$ cat config.mk
export PLATFORM = sky130hd
export DESIGN_NAME = apb_master_transfer_fsm_flat
export DESIGN_NICKNAME = d
export VERILOG_FILES = /design/src/rtl/apb_master_transfer_fsm_if.sv /design/src/rtl/apb_master_transfer_fsm.sv /design/src/flat_wrapper.sv
export SDC_FILE = /design/constraint.sdc
export NUM_CORES = 1
export LEC_CHECK = 0
export ABC_AREA = 1
export ABC_CLOCK_PERIOD_IN_PS = 4500
export BUFFER_PORTS_ARGS = -buffer_cell sky130_fd_sc_hd__buf_2
export CORE_UTILIZATION = 35
export DETAILED_ROUTE_END_ITERATION = 7
export PLACE_DENSITY_LB_ADDON = 0.08
export SLEW_MARGIN = 10
export SYNTH_ARGS = -nofsm -noshare
export SYNTH_HDL_FRONTEND = slang
export SYNTH_SLANG_ARGS = --single-unit
$ cat constraint.sdc
create_clock -name pclk -period 4.5 [get_ports pclk]
set_input_delay 0.9 -clock pclk [delete_from_list [all_inputs] [get_ports pclk]]
set_output_delay 0.9 -clock pclk [all_outputs]
set_load 0.05 [all_outputs]
$ cat src/rtl/apb_master_transfer_fsm_if.sv
// Request/response handshake and APB pin bundle for the APB4 transfer FSM.
// The master modport is the requester's view; the slave modport is the view of the stimulus/BFM side.
interface apb_master_transfer_fsm_if #(
    parameter int ADDR_WIDTH   = 32,
    parameter int DATA_WIDTH   = 32,
    parameter int NO_OF_SLAVES = 1
);
    localparam int SEL_W  = (NO_OF_SLAVES > 1) ? $clog2(NO_OF_SLAVES) : 1;
    localparam int STRB_W = DATA_WIDTH / 8;

    // request channel
    logic                    req_valid;
    logic                    req_ready;
    logic [ADDR_WIDTH-1:0]   req_addr;
    logic                    req_write;
    logic [DATA_WIDTH-1:0]   req_wdata;
    logic [STRB_W-1:0]       req_strb;
    logic [2:0]              req_prot;
    logic [SEL_W-1:0]        req_sel;

    // response channel
    logic                    rsp_valid;
    logic                    rsp_ready;
    logic [DATA_WIDTH-1:0]   rsp_rdata;
    logic                    rsp_slverr;
    logic                    rsp_timeout;

    // APB pins
    logic [NO_OF_SLAVES-1:0] psel;
    logic                    penable;
    logic [ADDR_WIDTH-1:0]   paddr;
    logic                    pwrite;
    logic [DATA_WIDTH-1:0]   pwdata;
    logic [STRB_W-1:0]       pstrb;
    logic [2:0]              pprot;
    logic                    pready;
    logic [DATA_WIDTH-1:0]   prdata;
    logic                    pslverr;

    modport master (
        input  req_valid, req_addr, req_write, req_wdata, req_strb, req_prot, req_sel,
        output req_ready,
        output rsp_valid, rsp_rdata, rsp_slverr, rsp_timeout,
        input  rsp_ready,
        output psel, penable, paddr, pwrite, pwdata, pstrb, pprot,
        input  pready, prdata, pslverr
    );

    modport slave (
        output req_valid, req_addr, req_write, req_wdata, req_strb, req_prot, req_sel,
        input  req_ready,
        input  rsp_valid, rsp_rdata, rsp_slverr, rsp_timeout,
        output rsp_ready,
        input  psel, penable, paddr, pwrite, pwdata, pstrb, pprot,
        output pready, prdata, pslverr
    );
endinterface

$ cat src/rtl/apb_master_transfer_fsm.sv
// APB4 requester: turns one accepted valid/ready request into one APB transfer
// (with wait states, PREADY timeout and slave-select decode) and returns a held response.
module apb_master_transfer_fsm #(
    parameter int ADDR_WIDTH     = 32,
    parameter int DATA_WIDTH     = 32,
    parameter int NO_OF_SLAVES   = 1,
    parameter int TIMEOUT_CYCLES = 16
) (
    input  logic                      pclk,
    input  logic                      preset,
    apb_master_transfer_fsm_if.master bus
);
    localparam int SEL_W  = (NO_OF_SLAVES > 1) ? $clog2(NO_OF_SLAVES) : 1;
    localparam int STRB_W = DATA_WIDTH / 8;
    localparam int CNT_W  = $clog2(TIMEOUT_CYCLES) + 1;

    typedef enum logic [1:0] {
        IDLE   = 2'd0,
        SETUP  = 2'd1,
        ACCESS = 2'd2,
        RESP   = 2'd3
    } state_t;

    typedef struct packed {
        logic                  valid;
        logic [DATA_WIDTH-1:0] rdata;
        logic                  slverr;
        logic                  timeout;
    } rsp_t;

    state_t                  state;
    rsp_t                    rsp_q;
    logic [CNT_W-1:0]        wait_cnt;
    logic                    req_ready_q;
    logic [NO_OF_SLAVES-1:0] psel_q;
    logic                    penable_q;
    logic [ADDR_WIDTH-1:0]   paddr_q;
    logic                    pwrite_q;
    logic [DATA_WIDTH-1:0]   pwdata_q;
    logic [STRB_W-1:0]       pstrb_q;
    logic [2:0]              pprot_q;

    logic sel_ok;
    logic accept;
    logic timeout_hit;

    assign sel_ok      = int'(bus.req_sel) < NO_OF_SLAVES;
    assign accept      = bus.req_valid && req_ready_q;
    // pready has priority: a completion in the last allowed cycle is not an abort
    assign timeout_hit = (TIMEOUT_CYCLES > 0) && (wait_cnt == CNT_W'(TIMEOUT_CYCLES - 1));

    always_ff @(posedge pclk or posedge preset) begin
        if (preset) begin
            state       <= IDLE;
            rsp_q       <= '0;
            wait_cnt    <= '0;
            req_ready_q <= 1'b0;
            psel_q      <= '0;
            penable_q   <= 1'b0;
            paddr_q     <= '0;
            pwrite_q    <= 1'b0;
            pwdata_q    <= '0;
            pstrb_q     <= '0;
            pprot_q     <= '0;
        end else begin
            case (state)
                IDLE: begin
                    req_ready_q <= 1'b1;
                    if (accept) begin
                        req_ready_q <= 1'b0;
                        paddr_q     <= bus.req_addr;
                        pwrite_q    <= bus.req_write;
                        pprot_q     <= bus.req_prot;
                        if (sel_ok) begin
                            state    <= SETUP;
                            psel_q   <= NO_OF_SLAVES'(1) << bus.req_sel;
                            pwdata_q <= bus.req_write ? bus.req_wdata : '0;
                            pstrb_q  <= bus.req_write ? bus.req_strb  : '0;
                        end else begin
                            // undecodable target: error straight back, bus untouched
                            state <= RESP;
                            rsp_q <= '{valid: 1'b1, rdata: '0, slverr: 1'b1, timeout: 1'b0};
                        end
                    end
                end

                SETUP: begin
                    state     <= ACCESS;
                    penable_q <= 1'b1;
                    wait_cnt  <= '0;
                end

                ACCESS: begin
                    if (bus.pready) begin
                        state     <= RESP;
                        psel_q    <= '0;
                        penable_q <= 1'b0;
                        pwdata_q  <= '0;
                        pstrb_q   <= '0;
                        rsp_q     <= '{valid:   1'b1,
                                       rdata:   (!pwrite_q && !bus.pslverr) ? bus.prdata : '0,
                                       slverr:  bus.pslverr,
                                       timeout: 1'b0};
                    end else if (timeout_hit) begin
                        state     <= RESP;
                        psel_q    <= '0;
                        penable_q <= 1'b0;
                        pwdata_q  <= '0;
                        pstrb_q   <= '0;
                        rsp_q     <= '{valid: 1'b1, rdata: '0, slverr: 1'b1, timeout: 1'b1};
                    end else begin
                        wait_cnt <= wait_cnt + 1'b1;
                    end
                end

                RESP: begin
                    if (bus.rsp_ready) begin
                        state       <= IDLE;
                        rsp_q       <= '0;
                        req_ready_q <= 1'b1;
                    end
                end

                default: state <= IDLE;
            endcase
        end
    end

    assign bus.req_ready   = req_ready_q;
    assign bus.rsp_valid   = rsp_q.valid;
    assign bus.rsp_rdata   = rsp_q.rdata;
    assign bus.rsp_slverr  = rsp_q.slverr;
    assign bus.rsp_timeout = rsp_q.timeout;
    assign bus.psel        = psel_q;
    assign bus.penable     = penable_q;
    assign bus.paddr       = paddr_q;
    assign bus.pwrite      = pwrite_q;
    assign bus.pwdata      = pwdata_q;
    assign bus.pstrb       = pstrb_q;
    assign bus.pprot       = pprot_q;
endmodule

$ cat src/flat_wrapper.sv
// flat-port wrapper written by rule: the top's interface ports become plain ports
module apb_master_transfer_fsm_flat 
#(
    parameter int ADDR_WIDTH     = 32,
    parameter int DATA_WIDTH     = 32,
    parameter int NO_OF_SLAVES   = 1,
    parameter int TIMEOUT_CYCLES = 16
)
  (pclk, preset, bus_req_valid, bus_req_addr, bus_req_write, bus_req_wdata, bus_req_strb, bus_req_prot, bus_req_sel, bus_req_ready, bus_rsp_valid, bus_rsp_rdata, bus_rsp_slverr, bus_rsp_timeout, bus_rsp_ready, bus_psel, bus_penable, bus_paddr, bus_pwrite, bus_pwdata, bus_pstrb, bus_pprot, bus_pready, bus_prdata, bus_pslverr);
  apb_master_transfer_fsm_if #(.ADDR_WIDTH(ADDR_WIDTH), .DATA_WIDTH(DATA_WIDTH), .NO_OF_SLAVES(NO_OF_SLAVES)) bus_i ();
  input  logic pclk;
  input  logic preset;
  input wire logic [$bits(bus_i.req_valid)-1:0] bus_req_valid;
  input wire logic [$bits(bus_i.req_addr)-1:0] bus_req_addr;
  input wire logic [$bits(bus_i.req_write)-1:0] bus_req_write;
  input wire logic [$bits(bus_i.req_wdata)-1:0] bus_req_wdata;
  input wire logic [$bits(bus_i.req_strb)-1:0] bus_req_strb;
  input wire logic [$bits(bus_i.req_prot)-1:0] bus_req_prot;
  input wire logic [$bits(bus_i.req_sel)-1:0] bus_req_sel;
  output wire logic [$bits(bus_i.req_ready)-1:0] bus_req_ready;
  output wire logic [$bits(bus_i.rsp_valid)-1:0] bus_rsp_valid;
  output wire logic [$bits(bus_i.rsp_rdata)-1:0] bus_rsp_rdata;
  output wire logic [$bits(bus_i.rsp_slverr)-1:0] bus_rsp_slverr;
  output wire logic [$bits(bus_i.rsp_timeout)-1:0] bus_rsp_timeout;
  input wire logic [$bits(bus_i.rsp_ready)-1:0] bus_rsp_ready;
  output wire logic [$bits(bus_i.psel)-1:0] bus_psel;
  output wire logic [$bits(bus_i.penable)-1:0] bus_penable;
  output wire logic [$bits(bus_i.paddr)-1:0] bus_paddr;
  output wire logic [$bits(bus_i.pwrite)-1:0] bus_pwrite;
  output wire logic [$bits(bus_i.pwdata)-1:0] bus_pwdata;
  output wire logic [$bits(bus_i.pstrb)-1:0] bus_pstrb;
  output wire logic [$bits(bus_i.pprot)-1:0] bus_pprot;
  input wire logic [$bits(bus_i.pready)-1:0] bus_pready;
  input wire logic [$bits(bus_i.prdata)-1:0] bus_prdata;
  input wire logic [$bits(bus_i.pslverr)-1:0] bus_pslverr;
  assign bus_i.req_valid = bus_req_valid;
  assign bus_i.req_addr = bus_req_addr;
  assign bus_i.req_write = bus_req_write;
  assign bus_i.req_wdata = bus_req_wdata;
  assign bus_i.req_strb = bus_req_strb;
  assign bus_i.req_prot = bus_req_prot;
  assign bus_i.req_sel = bus_req_sel;
  assign bus_req_ready = bus_i.req_ready;
  assign bus_rsp_valid = bus_i.rsp_valid;
  assign bus_rsp_rdata = bus_i.rsp_rdata;
  assign bus_rsp_slverr = bus_i.rsp_slverr;
  assign bus_rsp_timeout = bus_i.rsp_timeout;
  assign bus_i.rsp_ready = bus_rsp_ready;
  assign bus_psel = bus_i.psel;
  assign bus_penable = bus_i.penable;
  assign bus_paddr = bus_i.paddr;
  assign bus_pwrite = bus_i.pwrite;
  assign bus_pwdata = bus_i.pwdata;
  assign bus_pstrb = bus_i.pstrb;
  assign bus_pprot = bus_i.pprot;
  assign bus_i.pready = bus_pready;
  assign bus_i.prdata = bus_prdata;
  assign bus_i.pslverr = bus_pslverr;
  apb_master_transfer_fsm #(.ADDR_WIDTH(ADDR_WIDTH), .DATA_WIDTH(DATA_WIDTH), .NO_OF_SLAVES(NO_OF_SLAVES), .TIMEOUT_CYCLES(TIMEOUT_CYCLES)) u_core (.pclk(pclk), .preset(preset), .bus(bus_i));
endmodule
# Word-level counts from Yosys, hierarchy flattened
# Index checks and enable logic that the tools add are counted.
dict set report op_classes {
  add_sub_neg 1
  magnitude_cmp 1
  eq_ne 11
  n_shift 1
  muxes 37
  n_reduce_logical 16
}
# operator n
set ops {}
lappend ops {{$mux W32} 6}
lappend ops {{$mux W35} 5}
lappend ops {{$pmux W35 S3} 1}
lappend ops {{$pmux W32 S2} 1}
lappend ops {{$mux W4} 5}
lappend ops {{$mux W2} 5}
lappend ops {{$mux W5} 2}
lappend ops {{$pmux W5 S2} 1}
lappend ops {{$ne A2 B2 Y1 const B} 4}
lappend ops {{$pmux W2 S4} 1}
lappend ops {{$pmux W4 S2} 1}
lappend ops {{$mux W1} 6}
lappend ops {{$pmux W1 S2} 3}
lappend ops {{$reduce_and A2 Y1} 3}
lappend ops {{$reduce_and A3 Y1} 2}
lappend ops {{$reduce_bool A2 Y1} 3}
lappend ops {{$add A5 B1 Y5 const B} 1}
lappend ops {{$eq A5 B4 Y1 const B} 1}
lappend ops {{$reduce_and A5 Y1} 1}
lappend ops {{$eq A2 B2 Y1 const B} 2}
lappend ops {{$ne A2 B1 Y1 const B} 2}
lappend ops {{$reduce_and A4 Y1} 1}
lappend ops {{$ne A3 B2 Y1 const B} 1}
lappend ops {{$reduce_bool A3 Y1} 1}
lappend ops {{other kinds (6)} 8}
dict set report word_totals {
  ff_bits 117
}

# Depth between registers and ports, before layout
dict set report depth {
  word_depth 5
  depth_mapped 10
  ltp_nobuf 9
}

# Least setup slack after synthesis
# No wires, ideal clock.
dict set report synth_timing {
  path_kind {input to register}
  startpoint {in bus_req_valid}
  endpoint {reg u_core.rsp_q (netlist bit u_core.bus.rsp_rdata[0])}
  setup_ns 0.119
  t_arrival_ns 1.629
  required_ns 4.381
  setup_slack_ns 2.752
  stages 8
  n_path_buf 1
  cell_sequence {nand2_1 > nand2_1 > nand2_1 > nor2_2 > nand2_4 > buf_2 > nand2_1 > nand2_1}
}
dict set report synth_via {
  elab_chain_cells 3
}
# item line
set synth_lines {}
lappend synth_lines {{start: declaration} flat_wrapper.sv:13} ;# input wire logic [$bits(bus_i.req_valid)-1:0] bus_req_valid;
lappend synth_lines {{$logic_and A1 B1 Y1} apb_master_transfer_fsm.sv:48} ;# assign accept = bus.req_valid && req_ready_q;
lappend synth_lines {{$ne A2 B1 Y1 (no line)} --}
lappend synth_lines {{$reduce_and A5 Y1 (no line)} --}
lappend synth_lines {{end signal: assignment} apb_master_transfer_fsm.sv:82} ;# rsp_q <= '{valid: 1'b1, rdata: '0, slverr: 1'b1, timeout: 1'b0};
lappend synth_lines {{end signal: assignment} apb_master_transfer_fsm.sv:100} ;# rsp_q <= '{valid: 1'b1,
lappend synth_lines {{end signal: assignment} apb_master_transfer_fsm.sv:110} ;# rsp_q <= '{valid: 1'b1, rdata: '0, slverr: 1'b1, timeout: 1'b1};
lappend synth_lines {{end: declaration} apb_master_transfer_fsm.sv:32} ;# rsp_t rsp_q;
# Every way passes these cells.
# A chain may end at the register's enable or synchronous reset.

# Worst setup path after layout
dict set report layout_timing {
  startpoint {reg u_core.state[0]}
  endpoint {reg u_core.rsp_q (netlist bit u_core.bus.rsp_rdata[29])}
}
dict set report layout_via {
  elab_chain_cells 3
  word_cells_on_any_way 10
  cone_classes {eq/ne: 6; mux: 1; reduce/logical: 3}
}
# item line
set layout_lines {}
lappend layout_lines {{start: declaration} apb_master_transfer_fsm.sv:31} ;# state_t state;
lappend layout_lines {{start signal: assignment} apb_master_transfer_fsm.sv:54} ;# state <= IDLE;
lappend layout_lines {{start signal: assignment} apb_master_transfer_fsm.sv:75} ;# state <= SETUP;
lappend layout_lines {{start signal: assignment} apb_master_transfer_fsm.sv:81} ;# state <= RESP;
lappend layout_lines {{$eq A2 B2 Y1 / $logic_not A2 Y1 (equally long branches)} apb_master_transfer_fsm.sv:66} ;# case (state)
lappend layout_lines {{$ne A3 B2 Y1 (no line) (tied with other cells)} --}
lappend layout_lines {{$reduce_and A5 Y1 (no line)} --}
# Several ways; a longest one is shown, not always the timed one.

==> metrics.log <==
[metrics] Simple-Gate Fraction of Synth Area: 29.9%
[metrics] mux cell area share after synthesis: 0%
[metrics] Final TNS setup: 0 ns
[metrics] critical path peak fanout: 46
[metrics] post-synthesis adder-cell area fraction: 1.84%
[metrics] Gates resized, CTS repair: 0
[metrics] WL/cell: 12.9 um
[metrics] Total Routed Length: 14.2 mm
[metrics] sink count of the clock tree: 117
[metrics] average via count per standard cell: 4.55
[metrics] relative max-transition margin: 32.4%
[metrics] syn nets: 817
[metrics] count of buffers from port buffering: 220
[metrics] DRC violation count after routing: 0
[metrics] clock input transition at the sequential cells of the worst setup and hold paths: 0.05 ns
[metrics] first-pass GRT wire length: 23.6 mm
[metrics] deepest clock path buffer count: 2
[metrics] largest family of logic cells by synthesized area: simple AND/OR/NAND/NOR gates
[metrics] Hold WC Path Type: flip-flop to flip-flop
[metrics] power density cells: 807 nW/um^2
[metrics] number of storage elements in the synthesis netlist: 117
[metrics] Max H-tree Level: 4
[metrics] Std-Cell Rows: 45
[metrics] most common library cell in the layout ignoring fill and taps: sky130_fd_sc_hd__nand2_1
[metrics] Sequential Area: 2930 um^2
[metrics] Routability Congestion: 0.763
[metrics] largest clock skew in the final design: 0.00881 ns
[metrics] core area: 15200 um^2
[metrics] peak supply drop: 0.495 mV
[metrics] number of max-slew violations in the final report: 0
[metrics] clock tree from TritonCTS: yes
[metrics] Worst Tran Pin Value: 1.01 ns
[metrics] portion of the clock cycle consumed by the worst path in the final layout: 65.0%
[metrics] CP endpoint kind: flip-flop
[metrics] final period demand of the worst path: 2.93 ns
[metrics] effective utilization at floorplan: 35.8%
[metrics] number of distinct library cell variants in the gate-level netlist after synthesis: 22
[metrics] library cell contributing the largest single delay on the critical path: sky130_fd_sc_hd__nor2_2
[metrics] cell area after layout: 7140 um^2
[metrics] number of hold-repair buffers added at the cts stage: 0
[metrics] area grow syn2layout: 31.2%
[metrics] setup violators final: 0
[metrics] fraction of the mapped netlist area in compound gates: 4.65%
[metrics] sequential element share of the synthesized area: 53.8%
[metrics] total cell area at the placement stage: 6610 um^2
[metrics] leakage power figure: 4.39 nW
[metrics] post-CTS repair timing setup buffer count: 0
[metrics] Data arrival, critical path: 3.22 ns
[metrics] reported max-cap violation count: 0
[metrics] upper clock frequency limit: 0.342 GHz
[metrics] sum of buffers and inverters on the critical path: 2
[metrics] antenna violations before repair: 1
[metrics] share of post-route cells with drive strength above 1: 28.8%
[metrics] ports placed on the boundary: 221
[metrics] type of origin of the critical path: flip-flop
[metrics] mean instance size in the synthesized netlist: 7.79 um^2
[metrics] remaining antenna violation count: 0
[metrics] Die Wd: 127 um
[metrics] die span in y: 127 um
[metrics] critical path required time: 4.79 ns
[metrics] aggregate global-route resource usage: 18.6%
[metrics] maximum cell stage delay along the critical path: 0.62 ns
[metrics] most used cells in the layout excluding fill and tap cells: sky130_fd_sc_hd__nand2_1, sky130_fd_sc_hd__buf_2, sky130_fd_sc_hd__dfrtp_1
[metrics] remaining global-route overflow: 0
[metrics] sequence of cells on the critical path: inv_1 > ha_2 > nand2_1 > nor2_1 > nor2_2 > buf_4 > nand2_4 > nand2_1 > nand2_1
[metrics] maximum number of pins on one net before global-route repair: 73
[metrics] post-detailed-placement half-perimeter wirelength: 9.71 mm
[metrics] xor/xnor share of the synthesized area: 0%
[metrics] cells after synthesis: 698
[metrics] Die ar.: 16000 um^2
[metrics] multi-input logic area: 2000 um^2
[metrics] Synth Warn #: 0
[metrics] Clk Latency, worst-skew pair: 0.41 ns
[metrics] RSZ-0062 raised after global routing: false
[metrics] netlist area before placement: 5440 um^2
[metrics] Final Hold Viols: 0
[metrics] outcome: complete, no violations
[metrics] total vias in the final route: 5009
[metrics] Detailed Route Iter0 Violations: 207
[metrics] final core utilization: 47.0%
[metrics] vias in the first global route: 4918
[metrics] Clock Root Buffer: sky130_fd_sc_hd__clkbuf_16
[metrics] worst setup slack after placement: 1.55 ns
[metrics] number of detailed-routing iterations run before antenna repair: 5
[metrics] Final Worst Setup Slack: 1.57 ns
[metrics] category of the most critical setup path: flip-flop to flip-flop
[metrics] critical path's most frequent cell: sky130_fd_sc_hd__nand2_1
[metrics] cell class contributing the biggest share of worst-path delay: simple AND/OR/NAND/NOR gates
[metrics] final layout net count: 1022
[metrics] number of filler cells placed in the layout: 1553
[metrics] total clock buffers created by CTS: 17
==> per-stage QoR <==
stage          hold slack, ns  total power [mW]  cells
6_report                0.464              5.76   1101
5_1_grt                 0.487              6.13   1101
4_1_cts                 0.466              5.82   1100
3_5_place_dp            0.454              4.61   1072
3_3_place_gp            0.450              4.57   1072
2_1_floorplan           0.468              3.95    698
==> worst register-to-register path: cells and delay by family, from the launching register on <==
kind / cells / cell delay [ns]
simple gates: 6 / 1.40
fa+ha+maj: 1 / 0.49
buf+inv: 2 / 0.48
flops: 1 / 0.43
==> routing by layer <==
metal | vias to the layer above | GRT usage (%) | wire length, um
met5 | - | 0 | 0
met4 | 0 | 7.42 | 231
met3 | 18 | 6.16 | 997
met2 | 170 | 29.7 | 6610
met1 | 2285 | 23.4 | 6320
li1 | 2536 | - | -
==> where the power goes <==
| group | leakage (nW) | internal, mW | switching, mW |
|---|---|---|---|
| combinational | 2.60 | 0.609 | 2.31 |
| clock | 0.256 | 0.743 | 0.443 |
| sequential | 1.54 | 1.44 | 0.216 |
==> worst paths after layout <==
check / startpoint / endpoint / slack [ns] / cells past startpoint
worst max-delay path: u_core.state[0] / u_core.bus.rsp_rdata[29] / 1.57 / 9
worst min-delay path: u_core.bus.rsp_rdata[15] / u_core.bus.rsp_rdata[15] / 0.46 / 2
worst max register to register: u_core.state[0] / u_core.bus.rsp_rdata[29] / 1.57 / 9
worst min register to register: u_core.bus.rsp_rdata[15] / u_core.bus.rsp_rdata[15] / 0.46 / 2
max in group asynchronous: preset / u_core.wait_cnt[3] / 2.93 / 3
min in group asynchronous: preset / u_core.bus.pwdata[31] / 0.67 / 2
==> state kept, by name, indices dropped and copies added, names as in the netlist <==
| signal | flops |
|---|---|
| u_core.bus.psel | 1 |
| u_core.bus.rsp_valid | 1 |
| u_core.bus.pprot | 3 |
| u_core.bus.pwrite | 1 |
| u_core.bus.pwdata | 32 |
| u_core.bus.rsp_timeout | 1 |
| u_core.bus.paddr | 32 |
| u_core.bus.rsp_slverr | 1 |
| u_core.bus.rsp_rdata | 32 |
| u_core.wait_cnt | 5 |
| u_core.bus.penable | 1 |
| u_core.bus.pstrb | 4 |
| u_core.state | 2 |
| u_core.bus.req_ready | 1 |
==> final cells by class <==
| cell class | count | area share (%) |
|---|---|---|
| timing repair buffer | 226 | 16.1 |
| inverter | 83 | 4.40 |
| clock buffer | 23 | 6.83 |
| clock inverter | 5 | 0.386 |
| multi-input combinational | 458 | 28.0 |
| sequential | 117 | 41.0 |
| antenna | 1 | 0.0351 |
| tap | 188 | 3.29 |
==> logic make-up (layout without fill, tap and decap cells) <==
group	Yosys count	after routing
compound gates	48	48
fa+ha+maj	8	8
buf+inv	123	337
flops	117	117
other cells	0	1
simple gates	402	402
==> Yosys cell counts (all sizes together) <==
cell	count	share of area [%]
o21ai	44	4.0
clkbuf	15	1.0
nand2	240	17
a21oi	3	0.48
buf	25	3.0
inv	83	5.7
o22ai	1	0.12
dfrtp	117	54
nand3b	1	0.21
nand3	76	7.0
ha	8	1.8
or2	1	0.12
nor2	84	5.8
Power figures use the tool's default switching activity.
